`config.mk`:
```
export PLATFORM = sky130hd
export DESIGN_NAME = sequence_generator
export DESIGN_NICKNAME = d
export VERILOG_FILES = /design/src/rtl/seq_pkg.sv /design/src/rtl/sequence_generator_piso_shift_reg.sv /design/src/rtl/sequence_generator.sv
export SDC_FILE = /design/constraint.sdc
export NUM_CORES = 1
export LEC_CHECK = 0
export BUFFER_PORTS_ARGS = -buffer_cell sky130_fd_sc_hd__buf_2
export CAP_MARGIN = 15
export CORE_MARGIN = 2
export CORE_UTILIZATION = 55
export CTS_CLUSTER_SIZE = 20
export DETAILED_ROUTE_END_ITERATION = 8
export PLACE_DENSITY_LB_ADDON = 0.12
export RECOVER_POWER = 100
export SETUP_SLACK_MARGIN = 0.2
export SYNTH_ARGS = -nofsm -noshare
export SYNTH_HDL_FRONTEND = slang
export SYNTH_HIERARCHICAL = 1
export SYNTH_SLANG_ARGS = --single-unit
```
`constraint.sdc`:
```
create_clock -name clk -period 2.5 [get_ports clk]
set_input_delay 0.25 -clock clk [delete_from_list [all_inputs] [get_ports clk]]
set_output_delay 0.25 -clock clk [all_outputs]
set_load 0.005 [all_outputs]
```
`src/rtl/seq_pkg.sv`:
```
// Shared encodings for the serial "1011" link: generator FSM states,
// default pattern, and detector state codes.
package seq_pkg;

  localparam int unsigned PAT_W = 4;
  localparam logic [PAT_W-1:0] DEF_PATTERN = 4'b1011;

  typedef enum logic [2:0] {
    S_IDLE  = 3'd0,
    S_SHIFT = 3'd1,
    S_GAP   = 3'd2,
    S_DONE  = 3'd3
  } gen_state_e;

  // Detector side of the link; kept here so both ends decode one source.
  typedef enum logic [2:0] {
    DET_IDLE  = 3'd0,
    DET_S1    = 3'd1,
    DET_S10   = 3'd2,
    DET_S101  = 3'd3,
    DET_S1011 = 3'd4
  } det_state_e;

endpackage

```
`src/rtl/sequence_generator_piso_shift_reg.sv`:
```
// Parallel-in serial-out shift register, MSB first, async active-low clear.
module piso_shift_reg #(
  parameter int unsigned WIDTH = 4
) (
  input  logic             clk,
  input  logic             rst_n,
  input  logic             load,
  input  logic             shift_en,
  input  logic [WIDTH-1:0] din,
  output logic             msb
);

  logic [WIDTH-1:0] data_q;
  logic [WIDTH-1:0] data_d;

  // Load wins over shift so a reload on the last bit restarts the pattern.
  always_comb begin
    data_d = data_q;
    if (load) begin
      data_d = din;
    end else if (shift_en) begin
      data_d = {data_q[WIDTH-2:0], 1'b0};
    end
  end

  always_ff @(posedge clk or negedge rst_n) begin
    if (!rst_n) begin
      data_q <= '0;
    end else begin
      data_q <= data_d;
    end
  end

  assign msb = data_q[WIDTH-1];

endmodule

```
`src/rtl/sequence_generator.sv`:
```
// Bit-serial pattern transmitter: sends PATTERN MSB-first `count` times,
// with optional idle gap cycles between repetitions and a stall freeze.
module sequence_generator
  import seq_pkg::*;
#(
  parameter int unsigned      WIDTH   = 4,
  parameter logic [WIDTH-1:0] PATTERN = WIDTH'(DEF_PATTERN),
  parameter int unsigned      CNT_W   = 8,
  parameter int unsigned      GAP     = 0
) (
  input  logic             clk,
  input  logic             rst,
  input  logic             start,
  input  logic [CNT_W-1:0] count,
  input  logic             stall,
  output logic             out,
  output logic             out_valid,
  output logic             busy,
  output logic             done,
  output logic [2:0]       state
);

  localparam int unsigned BIT_W = $clog2(WIDTH);
  localparam int unsigned GAP_W = (GAP > 1) ? $clog2(GAP) : 1;

  gen_state_e       state_q, state_d;
  logic [CNT_W-1:0] rep_cnt_q, rep_cnt_d;
  logic [BIT_W-1:0] bit_cnt_q, bit_cnt_d;
  logic [GAP_W-1:0] gap_cnt_q, gap_cnt_d;
  logic             sh_load;
  logic             sh_shift;
  logic             sh_msb;

  piso_shift_reg #(
    .WIDTH(WIDTH)
  ) u_shreg (
    .clk     (clk),
    .rst_n   (rst),
    .load    (sh_load),
    .shift_en(sh_shift),
    .din     (PATTERN),
    .msb     (sh_msb)
  );

  // Next-state and counter update; stall freezes everything in SHIFT/GAP.
  always_comb begin
    state_d   = state_q;
    rep_cnt_d = rep_cnt_q;
    bit_cnt_d = bit_cnt_q;
    gap_cnt_d = gap_cnt_q;
    sh_load   = 1'b0;
    sh_shift  = 1'b0;
    case (state_q)
      S_IDLE: begin
        if (start) begin
          if (count != '0) begin
            sh_load   = 1'b1;
            rep_cnt_d = count;
            bit_cnt_d = '0;
            state_d   = S_SHIFT;
          end else begin
            state_d = S_DONE;
          end
        end
      end
      S_SHIFT: begin
        if (!stall) begin
          if (bit_cnt_q == BIT_W'(WIDTH - 1)) begin
            rep_cnt_d = rep_cnt_q - CNT_W'(1);
            bit_cnt_d = '0;
            if (rep_cnt_q == CNT_W'(1)) begin
              sh_shift = 1'b1;
              state_d  = S_DONE;
            end else if (GAP > 0) begin
              sh_shift  = 1'b1;
              gap_cnt_d = '0;
              state_d   = S_GAP;
            end else begin
              sh_load = 1'b1;
            end
          end else begin
            sh_shift  = 1'b1;
            bit_cnt_d = bit_cnt_q + BIT_W'(1);
          end
        end
      end
      S_GAP: begin
        if (!stall) begin
          if (gap_cnt_q == GAP_W'(GAP - 1)) begin
            sh_load   = 1'b1;
            bit_cnt_d = '0;
            gap_cnt_d = '0;
            state_d   = S_SHIFT;
          end else begin
            gap_cnt_d = gap_cnt_q + GAP_W'(1);
          end
        end
      end
      S_DONE: begin
        state_d = S_IDLE;
      end
      default: begin
        state_d = S_IDLE;
      end
    endcase
  end

  always_ff @(posedge clk or negedge rst) begin
    if (!rst) begin
      state_q   <= S_IDLE;
      rep_cnt_q <= '0;
      bit_cnt_q <= '0;
      gap_cnt_q <= '0;
    end else begin
      state_q   <= state_d;
      rep_cnt_q <= rep_cnt_d;
      bit_cnt_q <= bit_cnt_d;
      gap_cnt_q <= gap_cnt_d;
    end
  end

  // Outputs decode straight from state flops so reset clears them at once.
  assign out       = (state_q == S_SHIFT) ? sh_msb : 1'b0;
  assign out_valid = (state_q == S_SHIFT) && !stall;
  assign busy      = (state_q == S_SHIFT) || (state_q == S_GAP);
  assign done      = (state_q == S_DONE);
  assign state     = 3'(state_q);

endmodule

```
==> impl_metrics.ini <==
[run_status]
status = finished, final reports clean

[floorplanning]
row_count = 16
die_w_um = 50.6
die_area_mm2 = 0.00256
top_level_ports = 19
core_area_mm2 = 0.00200
chipHeight_um = 50.6
initial_core_util = 0.596

[clock_tree]
clkTransAtPathRegs_ps = 100
cts_root_buf = clkbuf_4
cts_buffers = 3
post-cts-setup-buffers = 0
numClockSinks = 17
cts_buffer_depth = 2
clk_latency_ps = 300
cts_tree = done
htree_levels = 1

[detailed_routing]
via_per_inst = 5.94
postRouteAntennaNets = 0
avgRoutedWirePerCell_um = 14.7
drc = 0
first_pass_iters = 4
drtIter0Drc = 45
num_vias = 1070
wl_mm = 2.65

[sta]
fin_crit_ps = 2180
fmax_mhz = 459
fin_crit_sh = 0.871
fin_worst_skew_ps = 4.23
max_slew_margin = 0.370
hold_violations = 0
rsz0062_at_grt = false
setup_slack_ps = 323
fin_setup_tns_ps = 0
setup_violations = 0
worstMarginPinSlew_ps = 944
slew_violations = 0

[grt]
grt_max_degree = 18
grtUsageMet3 = 0.0357
antenna_found_initial = 0
grt_busiest_layer = met2
grt-ovfl-total = 0
grt_pass1_wl_mm = 4.73
grtUsageTotal = 0.244
grt.met2_usage = 0.384
grtUsageMet1 = 0.336
grt_pass1_vias = 1057

[cells_and_area]
multi_input_area_um2 = 726
drive_gt1_frac = 0.176
final_nets = 173
final_common_cell = dfrtp_1
register_area_um2 = 425
antenna_cells = 0
final_cell_mix = dfrtp_1 (17), buf_2 (15), nor2_1 (9)
area_delta_synth_final_pct = 13.1
fillers = 180
final_area_mm2 = 0.00135

[worst_setup_path]
reg2reg_depth = 7
cpLargestDelayFamily = compound AO/OA/AOI/OAI gates
crit_type = reg2reg
cp_num_buf_inv = 2
critPathCaptureType = flip-flop
path_max_fanout = 11
crit_path_max_incr_delay_ps = 420
crit_cells = 7
arrival_ps = 2420
start_kind = flip-flop
crit_slowest_cell = dfrtp_1
crit_required_ps = 2740
path_cells = inv_1 > ha_1 > buf_4 > nand2b_1 > a21oi_2 > and2_0 > o221a_1

[synthesis]
yosys.area_share.simple = 0.234
ys_types = 48
synthXorXnorAreaFrac = 0.00735
synthMuxAreaShare = 0.0693
yosysTopAreaCellShare = 0.357
ys_top_cells_by_area = dfrtp_1 (36%), ha_1 (7.3%), mux2i_1 (5.0%)
synth_compound_area_frac = 0.211
yosysWarnings = 6
synth_top_family_by_area = simple AND/OR/NAND/NOR gates
synth_area_leader_cell = dfrtp_1
ys_seq_elements = 17
syn-instance-count = 130
synth_fa_ha_area_frac = 0.0735
avgSynthCellArea_um2 = 9.17
async_flop_share = 1.00
synth_edf_count = 0
syn_area_mm2 = 0.00119
yosysSeqAreaShare = 0.357
synthFlopType = dfrtp_1

[placement]
gp_congestion = 0.880
hpwl_mm = 2.00
dpl_worst_slack_ps = 485
io_buffer_count = 17
place_area_mm2 = 0.00132

[power_and_ir_drop]
power_density_mw_per_mm2 = 1080
power_mw = 1.46
max-vdd-ir-drop_uv = 621
p_clk_frac = 0.104
power.internal_mw = 0.828
p_leak_nw = 0.607
switching_share = 0.433
combPwrFrac = 0.536
seqPwrFrac = 0.360
p_sw_mw = 0.632

[min_path]
min_path_type = in2reg
hold_depth = 3

[run]
max-cap-violations = 0
final timing paths:
check                                         start                        to  slack (ps)
setup / recovery               state[1]$_DFFE_PN0P_  rep_cnt_q[2]$_DFFE_PN0P_         320
max in group asynchronous                       rst  bit_cnt_q[0]$_DFFE_PN0P_        1320
min in group asynchronous                       rst  rep_cnt_q[5]$_DFFE_PN0P_         600
setup reg to reg               state[1]$_DFFE_PN0P_  rep_cnt_q[2]$_DFFE_PN0P_         320
hold / removal                             count[5]  rep_cnt_q[5]$_DFFE_PN0P_         240
hold reg to reg            rep_cnt_q[6]$_DFFE_PN0P_  rep_cnt_q[6]$_DFFE_PN0P_         500
routing by layer:
metal  vias to the layer above  share of wire
li1                        525              -
met4                         0          0.023
met2                        37           0.44
met3                         7          0.060
met1                       501           0.48
met5                         -              0
sequential cells by signal (all words and copies together), names as in the netlist:
| signal | cells |
|---|---|
| bit_cnt_q | 2 |
| gap_cnt_q | 1 |
| rep_cnt_q | 8 |
| state | 2 |
| u_shreg/data_q | 4 |
stage by stage:
stage	hold slack [ps]	util	instances
6_report	239	0.674	180
3_5_place_dp	206	0.660	175
3_3_place_gp	190	0.660	175
4_1_cts	233	0.678	180
2_1_floorplan	-45.6	-	133
5_1_grt	250	0.674	180
cell type report:
type | count | share of cell area
sequential | 17 | 0.315
multi-input combinational | 104 | 0.538
tap | 27 | 0.0250
clock buffer | 4 | 0.0195
timing repair buffer | 21 | 0.0826
inverter | 7 | 0.0195
power groups by stage:
stage | clock network, mW | logic [mW] | registers [mW]
floorplan | 0 | 0.600 | 0.487
global placement | 0 | 0.771 | 0.524
detailed placement | 0 | 0.793 | 0.529
CTS | 0.157 | 0.800 | 0.523
global route | 0.169 | 0.884 | 0.545
finish | 0.151 | 0.784 | 0.526
synth_stat cells (2+ instances only):
library cell	instances
a2111oi_0	2
a21oi_1	4
a311oi_1	3
a31oi_1	7
and3_1	2
clkbuf_1	3
conb_1	2
dfrtp_1	17
ha_1	7
inv_1	7
mux2i_1	6
nand2_1	6
nand2b_1	2
nand3_1	5
nand3b_1	3
nor2_1	9
nor2b_1	3
nor3_1	6
nor4_2	2
o211a_1	2
o21ai_0	2
o21ai_1	4
logic make-up after synthesis:
logic type	Yosys count
other cells	2
flops	17
simple gates	48
mux	8
compound gates	35
xor+xnor	1
buf+inv	12
fa+ha+maj	7
tightest hold or removal path, delay by kind of cell:
family	cells	cell delay, ps
buffers and inverters	1	120
and+or+nand+nor	1	90
AOI/OAI and AO/OA	1	40
repair_timing:
action / 4_1_cts / 5_1_grt
gates resized for setup: 0 / 0
endpoints found under the hold margin: 17 / 0
hold buffers: 1 / 0
Note: power is estimated with default switching activity, not from simulation.
